### src/rtl/pkt_gen_ctrl_if.sv
// Frame request/ack handshake between pkt_gen_ctrl (master) and the
// Ethernet frame builder (slave).
interface pkt_gen_ctrl_if;
    logic        frm_req;
    logic [15:0] frm_len;
    logic        frm_ack;
    logic        frm_done;

    modport master (
        output frm_req,
        output frm_len,
        input  frm_ack,
        input  frm_done
    );

    modport slave (
        input  frm_req,
        input  frm_len,
        output frm_ack,
        output frm_done
    );
endinterface

### src/rtl/pkt_gen_ctrl.sv
// pkt_gen_ctrl: frame scheduler between the SPI debug register file and the
// Ethernet frame builder. It generates per-frame requests with a fixed or
// incrementing length, enforces the inter-frame gap, counts frames and
// reports completion of count-mode runs.
// Optional feature macro: PKT_GEN_CTRL_WDOG_EN (XMIT watchdog, sticky err_o).
module pkt_gen_ctrl #(
    parameter int unsigned LEN_MIN  = 64,
    parameter int unsigned LEN_MAX  = 1518,
    parameter int unsigned IFG_MIN  = 12,
    parameter int unsigned WDOG_CYC = 4096
) (
    input  logic           clk_i,
    input  logic           rstb_i,
    input  logic           enable_i,
    input  logic           suspend_i,
    input  logic           send_mode_i,
    input  logic [31:0]    send_count_i,
    input  logic           pkt_len_mode_i,
    input  logic [15:0]    pkt_len_init_i,
    input  logic [15:0]    ifg_i,
    input  logic           total_clr_i,
    pkt_gen_ctrl_if.master frm,
    output logic           send_done_o,
    output logic [47:0]    total_cnt_o,
    output logic           busy_o,
    output logic           err_o
);

    localparam logic [15:0] LEN_MIN_C = 16'(LEN_MIN);
    localparam logic [15:0] LEN_MAX_C = 16'(LEN_MAX);
    localparam logic [15:0] IFG_MIN_C = 16'(IFG_MIN);

    typedef enum logic [2:0] {
        ST_IDLE,
        ST_REQ,
        ST_XMIT,
        ST_GAP,
        ST_DONE
    } state_t;

    state_t      state_q, state_d;

    // Run configuration, captured when a run starts
    logic        mode_q;
    logic [31:0] count_q;
    logic        len_mode_q;
    logic [15:0] init_q;
    logic [15:0] ifg_q;

    logic [15:0] len_q;
    logic [31:0] sent_q;
    logic [15:0] gap_q;
    logic [47:0] total_q;

    logic [15:0] len_init_clamp;
    logic [15:0] ifg_clamp;
    logic [31:0] sent_next;
    logic        start;
    logic        frame_done;
    logic        wdog_trip;
    logic        wdog_blk;

    assign sent_next = sent_q + 32'd1;

    // Clamp the configured length and gap into their legal ranges
    always_comb begin
        len_init_clamp = pkt_len_init_i;
        if (pkt_len_init_i < LEN_MIN_C) begin
            len_init_clamp = LEN_MIN_C;
        end else if (pkt_len_init_i > LEN_MAX_C) begin
            len_init_clamp = LEN_MAX_C;
        end
        ifg_clamp = (ifg_i < IFG_MIN_C) ? IFG_MIN_C : ifg_i;
    end

    // State register
    always_ff @(posedge clk_i or negedge rstb_i) begin
        if (!rstb_i) begin
            state_q <= ST_IDLE;
        end else begin
            state_q <= state_d;
        end
    end

    // Next-state logic and per-cycle control strobes
    always_comb begin
        state_d    = state_q;
        start      = 1'b0;
        frame_done = 1'b0;
        case (state_q)
            ST_IDLE: begin
                if (enable_i && !suspend_i && !wdog_blk) begin
                    start   = 1'b1;
                    state_d = (send_mode_i && (send_count_i == '0)) ? ST_DONE : ST_REQ;
                end
            end
            ST_REQ: begin
                if (frm.frm_ack) begin
                    state_d = ST_XMIT;
                end
            end
            ST_XMIT: begin
                if (wdog_trip) begin
                    state_d = ST_IDLE;
                end else if (frm.frm_done) begin
                    frame_done = 1'b1;
                    if (mode_q && (sent_next == count_q)) begin
                        state_d = ST_DONE;
                    end else if (!enable_i) begin
                        state_d = ST_IDLE;
                    end else begin
                        state_d = ST_GAP;
                    end
                end
            end
            ST_GAP: begin
                // Gap expiry is evaluated only at the last count; suspend
                // parks the counter there until it clears.
                if (gap_q <= 16'd1) begin
                    if (!enable_i) begin
                        state_d = ST_IDLE;
                    end else if (!suspend_i) begin
                        state_d = ST_REQ;
                    end
                end
            end
            ST_DONE: begin
                if (!enable_i) begin
                    state_d = ST_IDLE;
                end
            end
            default: state_d = ST_IDLE;
        endcase
    end

    // Run shadow registers, frame length sequence, sent and gap counters
    always_ff @(posedge clk_i or negedge rstb_i) begin
        if (!rstb_i) begin
            mode_q     <= 1'b0;
            count_q    <= '0;
            len_mode_q <= 1'b0;
            init_q     <= '0;
            ifg_q      <= '0;
            len_q      <= '0;
            sent_q     <= '0;
            gap_q      <= '0;
        end else begin
            if (start) begin
                mode_q     <= send_mode_i;
                count_q    <= send_count_i;
                len_mode_q <= pkt_len_mode_i;
                init_q     <= len_init_clamp;
                ifg_q      <= ifg_clamp;
                len_q      <= len_init_clamp;
                sent_q     <= '0;
            end
            if (frame_done) begin
                sent_q <= sent_next;
                gap_q  <= ifg_q;
                if (len_mode_q) begin
                    len_q <= (len_q == LEN_MAX_C) ? init_q : len_q + 16'd1;
                end
            end else if ((state_q == ST_GAP) && (gap_q > 16'd1)) begin
                gap_q <= gap_q - 16'd1;
            end
        end
    end

    // Total frame counter; a coincident clear takes priority over the count
    always_ff @(posedge clk_i or negedge rstb_i) begin
        if (!rstb_i) begin
            total_q <= '0;
        end else if (total_clr_i) begin
            total_q <= '0;
        end else if (frame_done) begin
            total_q <= total_q + 48'd1;
        end
    end

`ifdef PKT_GEN_CTRL_WDOG_EN
    localparam logic [31:0] WDOG_LAST = 32'(WDOG_CYC - 1);

    logic [31:0] wdog_cnt_q;
    logic        err_q;
    logic        wdog_blk_q;

    // A done pulse in the final watchdog cycle still completes the frame
    assign wdog_trip = (state_q == ST_XMIT) && !frm.frm_done && (wdog_cnt_q == WDOG_LAST);
    assign wdog_blk  = wdog_blk_q;
    assign err_o     = err_q;

    // XMIT cycle counter, sticky error and restart block until enable drops
    always_ff @(posedge clk_i or negedge rstb_i) begin
        if (!rstb_i) begin
            wdog_cnt_q <= '0;
            err_q      <= 1'b0;
            wdog_blk_q <= 1'b0;
        end else begin
            wdog_cnt_q <= (state_q == ST_XMIT) ? wdog_cnt_q + 32'd1 : '0;
            if (wdog_trip) begin
                err_q      <= 1'b1;
                wdog_blk_q <= 1'b1;
            end else if (!enable_i) begin
                wdog_blk_q <= 1'b0;
            end
        end
    end
`else
    logic wdog_unused;

    assign wdog_trip   = 1'b0;
    assign wdog_blk    = 1'b0;
    assign err_o       = 1'b0;
    assign wdog_unused = (WDOG_CYC != 0);
`endif

    assign frm.frm_req = (state_q == ST_REQ);
    assign frm.frm_len = (state_q == ST_REQ) ? len_q : '0;
    assign send_done_o = (state_q == ST_DONE);
    assign busy_o      = (state_q != ST_IDLE);
    assign total_cnt_o = total_q;

endmodule

### src/flat_wrapper.sv
// flat-port wrapper written by rule: the top's interface ports become plain ports
module pkt_gen_ctrl_flat 
#(
    parameter int unsigned LEN_MIN  = 64,
    parameter int unsigned LEN_MAX  = 1518,
    parameter int unsigned IFG_MIN  = 12,
    parameter int unsigned WDOG_CYC = 4096
)
  (clk_i, rstb_i, enable_i, suspend_i, send_mode_i, send_count_i, pkt_len_mode_i, pkt_len_init_i, ifg_i, total_clr_i, send_done_o, total_cnt_o, busy_o, err_o, frm_frm_req, frm_frm_len, frm_frm_ack, frm_frm_done);
  pkt_gen_ctrl_if frm_i ();
  input  logic clk_i;
  input  logic rstb_i;
  input  logic enable_i;
  input  logic suspend_i;
  input  logic send_mode_i;
  input  logic [31:0] send_count_i;
  input  logic pkt_len_mode_i;
  input  logic [15:0] pkt_len_init_i;
  input  logic [15:0] ifg_i;
  input  logic total_clr_i;
  output logic send_done_o;
  output logic [47:0] total_cnt_o;
  output logic busy_o;
  output logic err_o;
  output wire logic [$bits(frm_i.frm_req)-1:0] frm_frm_req;
  output wire logic [$bits(frm_i.frm_len)-1:0] frm_frm_len;
  input wire logic [$bits(frm_i.frm_ack)-1:0] frm_frm_ack;
  input wire logic [$bits(frm_i.frm_done)-1:0] frm_frm_done;
  assign frm_frm_req = frm_i.frm_req;
  assign frm_frm_len = frm_i.frm_len;
  assign frm_i.frm_ack = frm_frm_ack;
  assign frm_i.frm_done = frm_frm_done;
  pkt_gen_ctrl #(.LEN_MIN(LEN_MIN), .LEN_MAX(LEN_MAX), .IFG_MIN(IFG_MIN), .WDOG_CYC(WDOG_CYC)) u_core (.clk_i(clk_i), .rstb_i(rstb_i), .enable_i(enable_i), .suspend_i(suspend_i), .send_mode_i(send_mode_i), .send_count_i(send_count_i), .pkt_len_mode_i(pkt_len_mode_i), .pkt_len_init_i(pkt_len_init_i), .ifg_i(ifg_i), .total_clr_i(total_clr_i), .frm(frm_i), .send_done_o(send_done_o), .total_cnt_o(total_cnt_o), .busy_o(busy_o), .err_o(err_o));
endmodule
### config.mk
export PLATFORM = sky130hd
export DESIGN_NAME = pkt_gen_ctrl_flat
export DESIGN_NICKNAME = d
export VERILOG_FILES = /design/src/rtl/pkt_gen_ctrl_if.sv /design/src/rtl/pkt_gen_ctrl.sv /design/src/flat_wrapper.sv
export SDC_FILE = /design/constraint.sdc
export NUM_CORES = 1
export LEC_CHECK = 0
export CAP_MARGIN = 20
export CORE_ASPECT_RATIO = 1.25
export CORE_MARGIN = 1
export CORE_UTILIZATION = 43
export DETAILED_ROUTE_END_ITERATION = 10
export GPL_ROUTABILITY_DRIVEN = 0
export PLACE_DENSITY = 0.68
export SLEW_MARGIN = 20
export SYNTH_ARGS = -nofsm -noshare
export SYNTH_HDL_FRONTEND = slang
export SYNTH_SLANG_ARGS = --single-unit
### constraint.sdc
create_clock -name clk_i -period 2.55 [get_ports clk_i]
set_input_delay 0.6375 -clock clk_i [delete_from_list [all_inputs] [get_ports clk_i]]
set_output_delay 0.6375 -clock clk_i [all_outputs]
set_load 0.1 [all_outputs]
==> flow_summary_export.csv, run 1 <==
group,metric,value,unit
timing,max-slew-margin-rel,66.3,%
critical_path,rr_endpoint,"u_core.state_q[2]$_DFFE_PN0P_",
pwr,power_frac_seq,36.1,%
layout,drive_gt1_share,24.6,%
place,postPlaceCellArea,0.0126,mm^2
global_route,groute.usage.overall,24.3,%
global_route,overflow,0,
routing,drtPass1Iterations,5,
pwr,combPwrFrac,40.9,%
critical_path,required,2910,ps
pwr,p_clk_share,23.0,%
synthesis,synth_top_area_share,46.6,%
floorplan,die_h,170,um
critical_path,rrSetupSlack,-190,ps
synthesis,ys_ff_latch,181,
synthesis,syn_nets,1192,
timing,fin_ws,-188,ps
critical_path,rr_startpoint,"u_core.sent_q[10]$_DFFE_PN0P_",
synthesis,syn_area_per_cell,8.74,um^2
floorplan,dieArea,0.0232,mm^2
clock_network,clk_latency,440,ps
layout,fin_util,61.1,%
timing,rsz0062_at_grt,"true",
routing,wl,27500,um
clock_network,clockBufferDepth,2,
synthesis,synth.area.top_cells,"dfrtp_1, nand2_1, xor2_1",
place,io_buffers,139,
outcome,outcome,"finished with violations",
synthesis,synth-main-ff-cell,"dfrtp_1",
layout,final_cell_area,0.0136,mm^2
floorplan,rows,61,
pwr,peakVddDrop,0.869,mV
layout,nFillCells,1876,
clock_network,clk_pin_slew_worst_paths,80,ps
routing,drtIter0Drc,606,
routing,drc,0,
floorplan,io_pins,141,
pwr,switchingPower,4.56,mW
critical_path,worstSetupStartpointType,"flop",
global_route,grt_start_max_net_pins,57,
pwr,internal_power,7.01,mW
routing,vias_per_cell,5.50,
synthesis,yosysSeqAreaShare,46.6,%
timing,timing.final.crit_share,107,%
floorplan,coreArea,0.0222,mm^2
timing,final-hold-violation-count,0,
floorplan,initial_utilization,43.8,%
place,pre_cts_ws,-361,ps
pwr,report.power.total,11.6,mW
pwr,sw_frac_of_total,39.4,%
synthesis,synth_cells,1113,
clock_network,root_buffer,"clkbuf_16",
timing,setup_viol,3,
job,cap_viol_max_count,0,
synthesis,synth.most_common_cell,"nand2_1",
synthesis,synth_edf_count,0,
synthesis,yosysTopAreaCell,"dfrtp_1",
synthesis,ys_async_sr_fraction,100,%
layout,final_nets,1459,
layout,area_delta_synth_final,39.5,%
critical_path,worst-path-max-fanout,3,
timing,tns,-504,ps
pwr,p_leak,6.26,nW
timing,drv_slew,0,
clock_network,cts_tree,"done",
critical_path,end_kind,"flop",
clock_network,cts_buffers,17,
synthesis,yosysUniqueCellTypes,69,
outcome,violations,"negative setup slack",
global_route,grt_pass1_wl,44300,um
routing,vias,9213,
layout,num_antenna_cells,0,
pwr,power_density,853,mW/mm^2
global_route,antenna_found_initial,0,
place,hpwl,19900,um
timing,tightestPinTransition,505,ps
global_route,grt_pass1_vias,8850,
clock_network,clock_sinks,181,
synthesis,synth_top_cells_by_count,"nand2_1, dfrtp_1, nor2_1, o21ai_0, xor2_1",
min_path,hp-class,"input port to async pin",
timing,fin_skew,14.5,ps
critical_path,arrival,3100,ps
synthesis,ys_warn_count,0,
timing,timing.final.crit_period,2740,ps
synthesis,syn_area,0.00973,mm^2
place,dp_cells,1623,
critical_path,crit_type,"flop to flop",
floorplan,die_w,137,um
layout,instances_no_fill,1676,
routing,drtAntennaViolNets,0,
timing,fmax,0.365,GHz
clock_network,cts_max_level,4,
timing,whs,76.6,ps
routing,wl_per_cell,16.4,um
critical_path,reg2regPathDepth,9,
power by group through the flow:
stage	sequential (mW)	combinational (mW)	clock [mW]
final	4.18	4.73	2.66
after global routing	4.27	5.13	2.83
after CTS	4.16	4.58	2.72
after detailed placement	4.20	4.33	0
after global placement	4.19	4.24	0
after floorplan	4.07	2.71	0
flip-flops by register name, indices dropped and copies added, names as in the netlist:
name	flops
u_core.gap_q	16
u_core.count_q	32
u_core.len_q	16
u_core.init_q	16
u_core.mode_q	1
u_core.ifg_q	16
u_core.len_mode_q	1
u_core.sent_q	32
u_core.state_q	3
u_core.total_cnt_o	48
cells by family after synthesis:
logic type | Yosys count | synth area share, %
simple gates | 544 | 26.9
compound gates | 210 | 13.7
flops | 181 | 46.6
xor+xnor | 100 | 9.00
buf+inv | 69 | 2.83
fa+ha+maj | 6 | 0.772
mux | 2 | 0.206
other cells | 1 | 0.0386
worst max path at each step:
stage          depth (start not counted)                           from                                 end  slack [ps]
6_report                               9  u_core.sent_q[10]$_DFFE_PN0P_       u_core.state_q[2]$_DFFE_PN0P_        -190
2_1_floorplan                          3  u_core.state_q[0]$_DFFE_PN0P_                      frm_frm_len[0]        -500
4_1_cts                                9   u_core.sent_q[1]$_DFFE_PN0P_       u_core.state_q[2]$_DFFE_PN0P_        -170
3_5_place_dp                           9   u_core.sent_q[2]$_DFFE_PN0P_       u_core.state_q[2]$_DFFE_PN0P_        -360
3_3_place_gp                           9                   frm_frm_done  u_core.total_cnt_o[33]$_DFFE_PN0P_        -300
5_1_grt                                9   u_core.sent_q[1]$_DFFE_PN0P_       u_core.state_q[2]$_DFFE_PN0P_        -310
worst max-delay path, stage by stage, from the launching register on:
cell and delay [ps]:
dfrtp_1 380, nand4_1 170, or3_4 410, or4_4 500, xnor2_1 150, a2111oi_2 250
buf_4 170, nand4_1 180, o32a_1 350, o21ai_2 100
repair_timing:
item	4_1_cts	5_1_grt
hold buffers	0	0
setup endpoints to repair	30	44
cloned	1	0
setup buffers	13	7
pin swaps	16	29
resized for setup	28	31
layer usage:
layer / GRT usage (%) / vias up / part of all wire, %
met2: 40.6 / 302 / 50
met1: 31.1 / 4442 / 42
li1: - / 4426 / -
met3: 4.44 / 43 / 5.8
met5: 0 / - / 0
met4: 8.99 / 0 / 2.3
layout by cell type, fill, tap and decap left out, drive strengths merged, types with 7 or more instances in the layout:
cell type	synthesis	final
nand2	237	237
buf	11	230
dfrtp	181	181
nor2	93	93
o21ai	81	81
clkdlybuf4s50	0	70
xor2	66	66
a21oi	36	36
nand3	36	36
xnor2	34	34
nor4	29	29
nand4	27	27
and2	27	27
and3	26	26
inv	16	23
nor3	22	22
clkbuf	42	17
or3	17	17
o31ai	14	14
a31oi	11	11
a21o	10	10
o211ai	8	8
and4	7	7
area by class of cell:
class	count	area, um^2	area share, %
timing repair buffer	301	2810	20.7
clock buffer	17	425	3.14
sequential	181	4570	33.7
clock inverter	15	181	1.34
multi-input combinational	863	5170	38.1
inverter	16	60.1	0.443
tap	283	354	2.61
Note: power is estimated with default switching activity, not from simulation.
==> run 2, diff against run 1 <==
--- a/config.mk
+++ b/config.mk
@@ -10,6 +10,6 @@
 export CORE_MARGIN = 1
-export CORE_UTILIZATION = 43
+export CORE_UTILIZATION = 50
 export DETAILED_ROUTE_END_ITERATION = 10
 export GPL_ROUTABILITY_DRIVEN = 0
-export PLACE_DENSITY = 0.68
+export PLACE_DENSITY = 0.77
 export SLEW_MARGIN = 20
--- a/constraint.sdc
+++ b/constraint.sdc
@@ -3,2 +3,2 @@
 set_output_delay 0.6375 -clock clk_i [all_outputs]
-set_load 0.1 [all_outputs]
+set_load 0.02 [all_outputs]
==> run 2 against run 1 <==
The run still ends with negative setup slack left. Wire length down 2.2%. Utilization up 8.6 points. Final cell count down 3.7%. Global-route usage up 3.4 points. Clock skew down 2.9 ps. Power down 8.4%. Final area down 2.9%.
==> flow_summary_export.csv, run 2 (synthesis gave the netlist of run 1 again) <==
group,metric,value,unit
outcome,outcome,"finished with violations",
outcome,violations,"negative setup slack",
clock_network,cts_tree,"done",
layout,num_antenna_cells,0,
place,io_buffers,139,
critical_path,critPathTopFamily,"simple AND/OR/NAND/NOR gates",
layout,area_delta_synth_final,35.4,%
floorplan,coreArea,0.0189,mm^2
critical_path,max_stage_delay,500,ps
timing,fmax,0.372,GHz
floorplan,initial_utilization,51.4,%
place,postPlaceCellArea,0.0124,mm^2
layout,final_cell_area,0.0132,mm^2
critical_path,required,2910,ps
routing,vias,9291,
min_path,hp-class,"input port to async pin",
timing,fin_ws,-140,ps
floorplan,dieArea,0.0200,mm^2
critical_path,cp_num_buf_inv,1,
global_route,grt_start_max_net_pins,49,
routing,vias_per_cell,5.76,
clock_network,clk_pin_slew_worst_paths,70,ps
pwr,peakVddDrop,0.589,mV
critical_path,cp_slowest_cell,"or4_4",
layout,final_nets,1448,
critical_path,cpMostUsedCell,"nand4_1",
critical_path,worst-path-max-fanout,4,
floorplan,rows,56,
place,hpwl,19300,um
layout,drive_gt1_share,16.6,%
routing,drtAntennaViolNets,0,
floorplan,io_pins,141,
floorplan,die_h,158,um
layout,largest_reg_flops,48,
clock_network,clockBufferDepth,2,
timing,setup_viol,8,
floorplan,die_w,127,um
timing,drv_slew,0,
global_route,antenna_found_initial,0,
routing,drc,0,
routing,wl,26900,um
place,dp_cells,1572,
layout,mostFrequentLayoutCells,"nand2_1, dfrtp_1, buf_4",
clock_network,hold_buffers,0,
critical_path,worstSetupStartpointType,"flop",
clock_network,root_buffer,"clkbuf_16",
critical_path,arrival,3050,ps
clock_network,cts_buffers,17,
timing,fin_skew,11.6,ps
clock_network,clock_sinks,181,
global_route,overflow,0,
timing,timing.final.crit_period,2690,ps
pwr,power_density,804,mW/mm^2
critical_path,crit_path_cell_trace,"nand4_1 > or3_4 > or4_4 > xnor2_1 > a2111oi_2 > buf_4 > nand4_1 > o32a_1 > o21ai_2",
timing,rsz0062_at_grt,"true",
timing,timing.final.crit_share,105,%
global_route,groute.usage.overall,27.7,%
pwr,p_leak,6.03,nW
layout,layout_commonest_cell,"nand2_1",
global_route,grt_pass1_wl,43800,um
critical_path,end_kind,"flop",
critical_path,crit_type,"flop to flop",
layout,instances_no_fill,1614,
job,cap_viol_max_count,0,
clock_network,clk_latency,440,ps
global_route,grt_pass1_vias,8928,
clock_network,cts_max_level,4,
routing,drtPass1Iterations,5,
routing,drtIter0Drc,578,
routing,wl_per_cell,16.7,um
timing,final-hold-violation-count,0,
-- run 2: changes by cell type in the layout (fill, tap and decap cells not counted), sizes merged --
cell / previous run / this run
clkbuf: 17 / 23
buf: 230 / 152
bufinv: 0 / 1
clkinv: 6 / 4
clkdlybuf4s50: 70 / 119
dlygate4sd2: 0 / 14
dlymetal6s2s: 1 / 0
-- run 2: cell type report --
type                    instances  area, um^2
repair buffers                290        2630
clock inverters                14         143
flip-flops and latches        181        4540
fillers                      1456        5740
well taps                     232         290
multi-input cells             863        5090
inverters                      16        60.1
clock buffers                  18         429
-- run 2: worst paths after layout --
path | endpoint | slack (ps) | startpoint | cells past startpoint
max | u_core.state_q[2]$_DFFE_PN0P_ | -140 | u_core.sent_q[1]$_DFFE_PN0P_ | 9
min | u_core.total_cnt_o[29]$_DFFE_PN0P_ | 100 | rstb_i | 1
max reg2reg | u_core.state_q[2]$_DFFE_PN0P_ | -140 | u_core.sent_q[1]$_DFFE_PN0P_ | 9
min reg2reg | u_core.ifg_q[12]$_DFFE_PN0P_ | 480 | u_core.ifg_q[12]$_DFFE_PN0P_ | 2
max in group asynchronous | u_core.state_q[1]$_DFFE_PN0P_ | 1850 | rstb_i | 2
min in group clk_i | u_core.ifg_q[12]$_DFFE_PN0P_ | 480 | u_core.ifg_q[12]$_DFFE_PN0P_ | 2
-- run 2: what timing repair did --
action / 4_1_cts / 5_1_grt
pin swaps: 6 / 27
buffers inserted: 5 / 5
endpoints found under the setup margin: 33 / 31
gates cloned: 0 / 0
resized for setup: 32 / 39
-- run 2: power breakdown --
group | internal [mW] | switching (mW) | leakage (nW)
registers | 3.56 | 0.623 | 2.38
clock network | 1.38 | 1.24 | 0.278
logic | 1.78 | 2.02 | 3.38
-- run 2: through the flow --
step	power, mW	worst slack, ps	utilization (%)	hold WS, ps	TNS, ps
floorplan	6.20	-36.2	-	342	-36.2
global placement	7.63	-195	65.7	454	-2550
detailed placement	7.73	-288	65.7	459	-4530
CTS	10.4	-182	69.0	107	-398
global route	11.2	-288	69.6	121	-2110
finish	10.6	-140	69.6	100	-458
-- run 2: layer usage --
metal	up-vias	share of wire [%]	GRT usage [%]	wire, um
li1	4413	-	-	-
met4	0	3.2	11.1	858
met2	326	49	47.5	13300
met3	61	5.7	5.34	1520
met5	-	0	0	0
met1	4491	42	34.5	11200
